## src/rtl/accum_pkg.sv

```systemverilog
// accum_pkg: shared constants and types for the accum_seq accumulator.
//   MODE_W       width of the Mode field (bit 3 selects ALU/shifter, bits 2:0 select the op)
//   OP_*         ALU op codes (Mode[3] = 0)
//   SH_*         iterative shifter op codes (Mode[3] = 1); codes above SH_ROR pass operand A
//   state_t      sequencer states
//   is_iter_shift  true for the shifter ops that run one bit per step
package accum_pkg;

  localparam int unsigned MODE_W = 4;

  localparam logic [2:0] OP_ADD   = 3'd0;
  localparam logic [2:0] OP_SUB   = 3'd1;
  localparam logic [2:0] OP_AND   = 3'd2;
  localparam logic [2:0] OP_OR    = 3'd3;
  localparam logic [2:0] OP_XOR   = 3'd4;
  localparam logic [2:0] OP_NOT   = 3'd5;
  localparam logic [2:0] OP_PASSB = 3'd6;
  localparam logic [2:0] OP_PASSA = 3'd7;

  localparam logic [2:0] SH_SLL = 3'd0;
  localparam logic [2:0] SH_SRL = 3'd1;
  localparam logic [2:0] SH_SRA = 3'd2;
  localparam logic [2:0] SH_ROL = 3'd3;
  localparam logic [2:0] SH_ROR = 3'd4;

  typedef enum logic {
    IDLE  = 1'b0,
    SHIFT = 1'b1
  } state_t;

  function automatic logic is_iter_shift(input logic [MODE_W-1:0] mode);
    return mode[3] && (mode[2:0] <= SH_ROR);
  endfunction

endpackage

```

## src/rtl/accum_seq_if.sv

```systemverilog
// accum_seq_if: operand/control/status bundle of the accum_seq accumulator.
//   master: drives start, clr, use_acc, mode, a, b, cin, shamt; reads the status outputs
//   slave : the accumulator; drives res (accumulator), co, of, of_sticky, busy, done
interface accum_seq_if #(
  parameter int unsigned WIDTH = 8
);
  import accum_pkg::*;

  localparam int unsigned SHW = $clog2(WIDTH);

  logic              start;
  logic              clr;
  logic              use_acc;
  logic [MODE_W-1:0] mode;
  logic [WIDTH-1:0]  a;
  logic [WIDTH-1:0]  b;
  logic              cin;
  logic [SHW-1:0]    shamt;

  logic [WIDTH-1:0]  res;
  logic              co;
  logic              of;
  logic              of_sticky;
  logic              busy;
  logic              done;

  modport master (
    output start, clr, use_acc, mode, a, b, cin, shamt,
    input  res, co, of, of_sticky, busy, done
  );

  modport slave (
    input  start, clr, use_acc, mode, a, b, cin, shamt,
    output res, co, of, of_sticky, busy, done
  );

endinterface

```

## src/rtl/alu_step.sv

```systemverilog
// alu_step: combinational datapath shared by every ALU op and every single-bit shift step.
//   mode     op select (Mode[3]=0 ALU, 1 shifter)
//   op_a, b  operands; cin carry in (ADD/SUB only)
//   res      result; co carry out / bit shifted out; of signed overflow (ADD/SUB only)
module alu_step
  import accum_pkg::*;
#(
  parameter int unsigned WIDTH = 8
) (
  input  logic [MODE_W-1:0] mode,
  input  logic [WIDTH-1:0]  op_a,
  input  logic [WIDTH-1:0]  b,
  input  logic              cin,
  output logic [WIDTH-1:0]  res,
  output logic              co,
  output logic              of
);

  logic [WIDTH-1:0] addend;
  logic [WIDTH:0]   sum;

  always_comb begin
    // SUB is opA + ~B + Cin so one adder serves both
    addend = (mode[2:0] == OP_SUB) ? ~b : b;
    sum    = {1'b0, op_a} + {1'b0, addend} + {{WIDTH{1'b0}}, cin};
    res    = op_a;
    co     = 1'b0;
    of     = 1'b0;
    if (!mode[3]) begin
      unique case (mode[2:0])
        OP_ADD, OP_SUB: begin
          res = sum[WIDTH-1:0];
          co  = sum[WIDTH];
          of  = (op_a[WIDTH-1] == addend[WIDTH-1]) && (sum[WIDTH-1] != op_a[WIDTH-1]);
        end
        OP_AND:   res = op_a & b;
        OP_OR:    res = op_a | b;
        OP_XOR:   res = op_a ^ b;
        OP_NOT:   res = ~op_a;
        OP_PASSB: res = b;
        OP_PASSA: res = op_a;
      endcase
    end else begin
      case (mode[2:0])
        SH_SLL: begin
          res = {op_a[WIDTH-2:0], 1'b0};
          co  = op_a[WIDTH-1];
        end
        SH_SRL: begin
          res = {1'b0, op_a[WIDTH-1:1]};
          co  = op_a[0];
        end
        SH_SRA: begin
          res = {op_a[WIDTH-1], op_a[WIDTH-1:1]};
          co  = op_a[0];
        end
        SH_ROL: begin
          res = {op_a[WIDTH-2:0], op_a[WIDTH-1]};
          co  = op_a[WIDTH-1];
        end
        SH_ROR: begin
          res = {op_a[0], op_a[WIDTH-1:1]};
          co  = op_a[0];
        end
        default: res = op_a;
      endcase
    end
  end

endmodule

```

## src/rtl/accum_seq.sv

```systemverilog
// accum_seq: WIDTH-bit accumulator with single-cycle ALU ops and iterative (bit-per-cycle) shifts.
//   Clk    rising-edge clock
//   Reset  synchronous active-high reset
//   bus    accum_seq_if slave: start/clr/use_acc/mode/a/b/cin/shamt in;
//          res (accumulator), co, of, of_sticky, busy, done out
module accum_seq
  import accum_pkg::*;
#(
  parameter int unsigned WIDTH = 8
) (
  input logic        Clk,
  input logic        Reset,
  accum_seq_if.slave bus
);

  localparam int unsigned SHW = $clog2(WIDTH);

  state_t            state_q, state_d;
  logic [WIDTH-1:0]  acc_q, acc_d;
  logic [WIDTH-1:0]  work_q, work_d;
  logic [SHW-1:0]    cnt_q, cnt_d;
  logic [MODE_W-1:0] mode_q, mode_d;
  logic              co_q, co_d;
  logic              of_q, of_d;
  logic              ofs_q, ofs_d;
  logic              done_q, done_d;

  logic [WIDTH-1:0]  op_a;
  logic [MODE_W-1:0] step_mode;
  logic [WIDTH-1:0]  step_a;
  logic [WIDTH-1:0]  step_res;
  logic              step_co;
  logic              step_of;

  assign op_a = bus.use_acc ? acc_q : bus.a;

  // While shifting, the shared step unit works on the private work register with the
  // mode captured at launch, so live inputs cannot disturb an op in flight.
  always_comb begin
    step_mode = bus.mode;
    step_a    = op_a;
    if (state_q == SHIFT) begin
      step_mode = mode_q;
      step_a    = work_q;
    end
  end

  alu_step #(
    .WIDTH(WIDTH)
  ) u_alu_step (
    .mode(step_mode),
    .op_a(step_a),
    .b   (bus.b),
    .cin (bus.cin),
    .res (step_res),
    .co  (step_co),
    .of  (step_of)
  );

  always_comb begin
    state_d = state_q;
    acc_d   = acc_q;
    work_d  = work_q;
    cnt_d   = cnt_q;
    mode_d  = mode_q;
    co_d    = co_q;
    of_d    = of_q;
    ofs_d   = ofs_q;
    done_d  = 1'b0;
    if (bus.clr) begin
      state_d = IDLE;
      acc_d   = '0;
      work_d  = '0;
      cnt_d   = '0;
      co_d    = 1'b0;
      of_d    = 1'b0;
      ofs_d   = 1'b0;
    end else begin
      unique case (state_q)
        IDLE: begin
          if (bus.start) begin
            if (is_iter_shift(bus.mode) && (bus.shamt == '0)) begin
              acc_d  = op_a;
              co_d   = 1'b0;
              of_d   = 1'b0;
              done_d = 1'b1;
            end else if (is_iter_shift(bus.mode) && (bus.shamt > SHW'(1))) begin
              work_d  = step_res;
              cnt_d   = bus.shamt - SHW'(1);
              mode_d  = bus.mode;
              state_d = SHIFT;
            end else begin
              acc_d  = step_res;
              co_d   = step_co;
              of_d   = step_of;
              ofs_d  = ofs_q | step_of;
              done_d = 1'b1;
            end
          end
        end
        SHIFT: begin
          if (cnt_q > SHW'(1)) begin
            work_d = step_res;
            cnt_d  = cnt_q - SHW'(1);
          end else begin
            acc_d   = step_res;
            co_d    = step_co;
            of_d    = 1'b0;
            done_d  = 1'b1;
            state_d = IDLE;
          end
        end
      endcase
    end
  end

  always_ff @(posedge Clk) begin
    if (Reset) begin
      state_q <= IDLE;
      acc_q   <= '0;
      work_q  <= '0;
      cnt_q   <= '0;
      mode_q  <= '0;
      co_q    <= 1'b0;
      of_q    <= 1'b0;
      ofs_q   <= 1'b0;
      done_q  <= 1'b0;
    end else begin
      state_q <= state_d;
      acc_q   <= acc_d;
      work_q  <= work_d;
      cnt_q   <= cnt_d;
      mode_q  <= mode_d;
      co_q    <= co_d;
      of_q    <= of_d;
      ofs_q   <= ofs_d;
      done_q  <= done_d;
    end
  end

  assign bus.res       = acc_q;
  assign bus.co        = co_q;
  assign bus.of        = of_q;
  assign bus.of_sticky = ofs_q;
  assign bus.busy      = (state_q == SHIFT);
  assign bus.done      = done_q;

endmodule

```

## src/flat_wrapper.sv

```systemverilog
// flat-port wrapper written by rule: the top's interface ports become plain ports
module accum_seq_flat import accum_pkg::*;
#(
  parameter int unsigned WIDTH = 8
)
  (Clk, Reset, bus_start, bus_clr, bus_use_acc, bus_mode, bus_a, bus_b, bus_cin, bus_shamt, bus_res, bus_co, bus_of, bus_of_sticky, bus_busy, bus_done);
  accum_seq_if #(.WIDTH(WIDTH)) bus_i ();
  input logic Clk;
  input logic Reset;
  input wire logic [$bits(bus_i.start)-1:0] bus_start;
  input wire logic [$bits(bus_i.clr)-1:0] bus_clr;
  input wire logic [$bits(bus_i.use_acc)-1:0] bus_use_acc;
  input wire logic [$bits(bus_i.mode)-1:0] bus_mode;
  input wire logic [$bits(bus_i.a)-1:0] bus_a;
  input wire logic [$bits(bus_i.b)-1:0] bus_b;
  input wire logic [$bits(bus_i.cin)-1:0] bus_cin;
  input wire logic [$bits(bus_i.shamt)-1:0] bus_shamt;
  output wire logic [$bits(bus_i.res)-1:0] bus_res;
  output wire logic [$bits(bus_i.co)-1:0] bus_co;
  output wire logic [$bits(bus_i.of)-1:0] bus_of;
  output wire logic [$bits(bus_i.of_sticky)-1:0] bus_of_sticky;
  output wire logic [$bits(bus_i.busy)-1:0] bus_busy;
  output wire logic [$bits(bus_i.done)-1:0] bus_done;
  assign bus_i.start = bus_start;
  assign bus_i.clr = bus_clr;
  assign bus_i.use_acc = bus_use_acc;
  assign bus_i.mode = bus_mode;
  assign bus_i.a = bus_a;
  assign bus_i.b = bus_b;
  assign bus_i.cin = bus_cin;
  assign bus_i.shamt = bus_shamt;
  assign bus_res = bus_i.res;
  assign bus_co = bus_i.co;
  assign bus_of = bus_i.of;
  assign bus_of_sticky = bus_i.of_sticky;
  assign bus_busy = bus_i.busy;
  assign bus_done = bus_i.done;
  accum_seq #(.WIDTH(WIDTH)) u_core (.Clk(Clk), .Reset(Reset), .bus(bus_i));
endmodule
```

## config.mk

```make
export PLATFORM = sky130hd
export DESIGN_NAME = accum_seq_flat
export DESIGN_NICKNAME = d
export VERILOG_FILES = /design/src/rtl/accum_pkg.sv /design/src/rtl/accum_seq_if.sv /design/src/rtl/alu_step.sv /design/src/rtl/accum_seq.sv /design/src/flat_wrapper.sv
export SDC_FILE = /design/constraint.sdc
export NUM_CORES = 1
export LEC_CHECK = 0
export CAP_MARGIN = 20
export CORE_UTILIZATION = 59
export CTS_BUF_LIST = sky130_fd_sc_hd__clkbuf_8 sky130_fd_sc_hd__clkbuf_16
export DETAILED_ROUTE_END_ITERATION = 6
export GPL_TIMING_DRIVEN = 0
export HOLD_SLACK_MARGIN = 0.08
export PLACE_DENSITY = 0.83
export RECOVER_POWER = 25
export SLEW_MARGIN = 20
export SYNTH_ARGS = -nofsm -noshare
export SYNTH_HDL_FRONTEND = slang
export SYNTH_SLANG_ARGS = --single-unit
```

## constraint.sdc

```tcl
create_clock -name Clk -period 8.6 [get_ports Clk]
set_input_delay 1.72 -clock Clk [delete_from_list [all_inputs] [get_ports Clk]]
set_output_delay 1.72 -clock Clk [all_outputs]
set_load 0.05 [all_outputs]
```

==> run summary <==
The kind of start point of the critical path is an input port. The area of placed instances came out at 4040 µm². The transition time at the pin with the least slew margin came out at 0.687 ns. The average wire per standard cell came out at 21.5 µm. The kind of end point of the critical path is a flip-flop. The iteration-0 DRC count of the detailed router came out at about 550. The total stage count of the critical path is 11. The path class of the tightest hold or removal check is reg -> reg. For this run, global-route usage on met2 was measured as about three fifths. The setup slack of the critical path after layout came out at approximately 3.6 ns. The count of placed standard cells in the final layout, fillers left out is approximately 550. The endpoint of the lowest-slack register-to-register path is u_core.work_q[4]$_SDFFE_PP0P_. The layout net count came out at 540. The number of nets with antenna violations after routing is 0. The share of the cycle needed by the critical path after routing is between 50% and 60%. Before CTS, the worst setup slack after placement is 3.38 ns. The detailed-route via count came out at 3824. The count of endpoints failing hold in the final timing report was 0. In this run the mean area of a mapped cell was 8.14 µm².

Counting every net in the synthesized netlist gives 494. The run finished with clean final reports. The smallest hold slack is 0.457 ns. Following the worst setup path forward leads to its endpoint at u_core.work_q[7]$_SDFFE_PP0P_. The global-route total usage across every layer came out at 37.8%.

The overflow left after global routing is 0. The data arrival time of the critical path is 5.18 ns. The setup TNS after final layout came out at 0 ns.

The area growth from synthesis to layout is 16.1%. For this design the ratio of total power to cell area is 115 nW/µm². The critical path goes through clkdlybuf4s50_1 -> buf_4 -> mux2i_1 -> a21oi_1 -> ha_1 -> o21ai_0 -> a21oi_1 -> o311a_1 -> or4b_1 -> nand4_1 -> o22ai_1. The buffering stage count on the worst path with inverters included is 2. The global routing met1 resource utilization came out at 49.4%. The number of max-cap violations is 0. The DRC violations left came out at 0. In this run the deepest clock path goes through 2 buffers. The die covers 6320 µm². The H-tree depth reported by CTS came out at 1. The worst-skew pair later-pin latency came out at 0.28 ns. The number of global-route vias before repair came out at between 3000 and 4000.

The proportion of synthesized chip area in sequential cells is 15.8%. The final critical delay including setup and external delays came out at 5.03 ns. The worst-case headroom to the max-slew limit is 54.0%. The layout cell share with drive strength beyond 1 came out at around 14%.

The type of the worst setup path is in -> reg. The congestion estimate from routability-driven global placement came to 0.987. The synthesized netlist contains 80 unique library cells. Between clock sinks in the finished design, the worst skew comes to between 0.006 and 0.007 ns. The leakage power total is ~1.6 nW. The width of the die came out at just under 80 µm. The number of placement rows came out at 27. The startpoint identified for the worst register-to-register timing path is u_core.bus.busy$_SDFF_PP0_. The maximum vdd drop came out at 0.0945 mV. TritonCTS built the clock tree. The first-pass GRT wire length is 18100 µm.

The maximum number of pins on one net before global-route repair is 17. The met3 demand-to-capacity share in global routing came out at 9.37%. The total half-perimeter wirelength after legalization and detailed placement is 9230 µm. The count of instances resized after the clock tree is built is 0. The initial cell density of the core is ~63%. The async set or reset register ratio after synthesis is 0%. For this run, the number of Yosys warnings is 0. The number of clock sinks seen by CTS is 28. After synthesis the netlist holds a flip-flop and latch count of 28.

The critical path starts at bus_use_acc. After filler insertion, the fill cell instance count of the layout stands at between 400 and 500. The highest cell delay on the worst timing path is 0.56 ns.

The number of instances in the synthesized netlist is 435. The count of hold buffers inserted by post-cts repair came out at 0. For flop-to-flop paths, the worst setup slack is 4.92 ns.

The height of the chip came out at just under 80 µm. The number of antenna violations at the first check in global routing came out at 0. The flip-flop cell with the highest count after synthesis is dfxtp_1.

The most repeated library cell on the critical path is a21oi_1. The cell sitting at the root of the clock tree is a clkbuf_8. The number of buffer cells added on primary ports came out at 41.

The total wire length after detailed routing came out at approximately 12000 µm. The number of setup buffers added after CTS came out at 0. For this run, the top clock speed supported by timing is 199 MHz. The placed instance count came out at 548. The total standard cell area after synthesis is about 3500 µm². The largest driver fanout on the critical path is 10. The slowest cell on the critical path is mux2i_1. The area of the placeable core is between 5000 and 6000 µm². The average vias per placed instance came out at 6.93. The post-route cell area is 4110 µm².

The highest-utilization routing layer at the global route stage is met2. The path depth of the worst reg2reg path is 13. Setup repair after global routing left no endpoint under its margin. Grouping stages by cell kind, the critical path spends the most delay in compound AO/OA/AOI/OAI gates.

The endpoint required time on the critical path came out at 8.76 ns. The total CTS buffers came out at 3. The clock-pin slew on the worst setup and hold paths is 0.10 ns. The count of pins on the block boundary came out at 42. Setup violations remaining at the end of the flow were counted as 0. Before antenna repair, the detailed router went through 6 iterations.

The number of enable flip-flop cells after synthesis is 0. The max-slew violation count came out at 0. The repair_antennas step left the layout with diodes totalling 0.
## placed cells by master, fill, tap and decap left out, types with 13 or more instances in the layout
cell type        netlist  final
o21ai_0               17     17
nand2_1               26     26
o211ai_1              13     13
clkdlybuf4s50_1        0     31
nor2_1                29     29
inv_1                 27     27
a21oi_1               28     28
dfxtp_1               28     28
ha_1                  28     28
## per-layer routing
| metal | up-vias | wire length [µm] |
|---|---|---|
| met4 | 0 | 345 |
| met3 | 40 | 1390 |
| met1 | 1790 | 4680 |
| met2 | 263 | 5470 |
| met5 | - | 0 |
| li1 | 1731 | - |
## synth_stat cells, types with 5 or more instances
| cell | count | area (µm²) |
|---|---|---|
| xor2_1 | 6 | 52.6 |
| o21ai_1 | 5 | 25.0 |
| clkbuf_1 | 6 | 22.5 |
| or2_2 | 5 | 31.3 |
| nand3_1 | 8 | 40.0 |
| inv_1 | 27 | 101 |
| buf_6 | 5 | 56.3 |
| nand2_1 | 26 | 97.6 |
| o21a_1 | 5 | 37.5 |
| o211ai_1 | 13 | 97.6 |
| nor3_1 | 5 | 25.0 |
| a32oi_1 | 5 | 43.8 |
| xnor2_1 | 11 | 96.3 |
| a21oi_1 | 28 | 140 |
| ha_1 | 28 | 350 |
| o21ai_0 | 17 | 85.1 |
| dfxtp_1 | 28 | 561 |
| a31oi_1 | 10 | 62.6 |
| nor2_1 | 29 | 109 |
| mux2i_1 | 11 | 110 |
| or3_1 | 6 | 37.5 |
| o22ai_1 | 9 | 56.3 |
| o221ai_1 | 5 | 43.8 |
| a211oi_1 | 8 | 60.1 |
| nand4_1 | 7 | 43.8 |
| nand2b_1 | 9 | 56.3 |
| mux2_2 | 6 | 67.6 |
| buf_2 | 11 | 55.1 |
## kinds of logic after synthesis
kind of cell	count (synthesis)	share of synthesized area [%]
buf+inv	57	8.37
simple gates	127	20.3
compound gates	151	31.0
xor+xnor	17	4.20
fa+ha+maj	30	11.0
mux	25	9.22
flops	28	15.8
## stage by stage
| stage | power, mW | util (%) |
|---|---|---|
| after floorplan | 0.292 | - |
| after global placement | 0.355 | 71.7 |
| after detailed placement | 0.360 | 71.7 |
| after CTS | 0.464 | 72.9 |
| after global routing | 0.492 | 72.9 |
| final | 0.472 | 72.9 |
## layout make-up
class	instances	area, µm²	area share, %
Buffer	27	184	4.47
Clock buffer	3	41.3	1.00
Clock inverter	1	30.0	0.730
Inverter	30	113	2.74
Multi-Input combinational cell	350	2690	65.3
Sequential cell	28	561	13.6
Tap cell	72	90.1	2.19
Timing Repair Buffer	41	410	9.98
## worst min-delay path, cell delays in order, from the launching register on
cell and delay [ns]:
dfxtp_1 0.32, nand2_1 0.05, a21oi_1 0.05
## sequential cells by signal (all words and copies together) (netlist names), 3 cells and up
register / count
u_core.work_q: 8
u_core.mode_q: 4
u_core.cnt_q: 3
u_core.bus.res: 8
## worst min path at each step
stage,startpoint,end,depth (start not counted)
floorplan,u_core.work_q[4]$_SDFFE_PP0P_,u_core.work_q[4]$_SDFFE_PP0P_,2
global placement,u_core.bus.of_sticky$_SDFFE_PP0P_,u_core.bus.of_sticky$_SDFFE_PP0P_,2
detailed placement,u_core.bus.of$_SDFFE_PP0P_,u_core.bus.of$_SDFFE_PP0P_,2
CTS,u_core.bus.of$_SDFFE_PP0P_,u_core.bus.of$_SDFFE_PP0P_,2
global route,u_core.bus.of$_SDFFE_PP0P_,u_core.bus.of$_SDFFE_PP0P_,2
finish,u_core.bus.of$_SDFFE_PP0P_,u_core.bus.of$_SDFFE_PP0P_,2
## power by group
part | total (mW) | leakage [nW] | internal, mW | switching (mW)
clock network | 0.106 | 0.0357 | 0.0624 | 0.0436
registers | 0.139 | 0.227 | 0.134 | 0.00421
logic | 0.227 | 1.33 | 0.0883 | 0.139
total | 0.472 | 1.59 | 0.285 | 0.186
(Power assumes the default switching activity.)
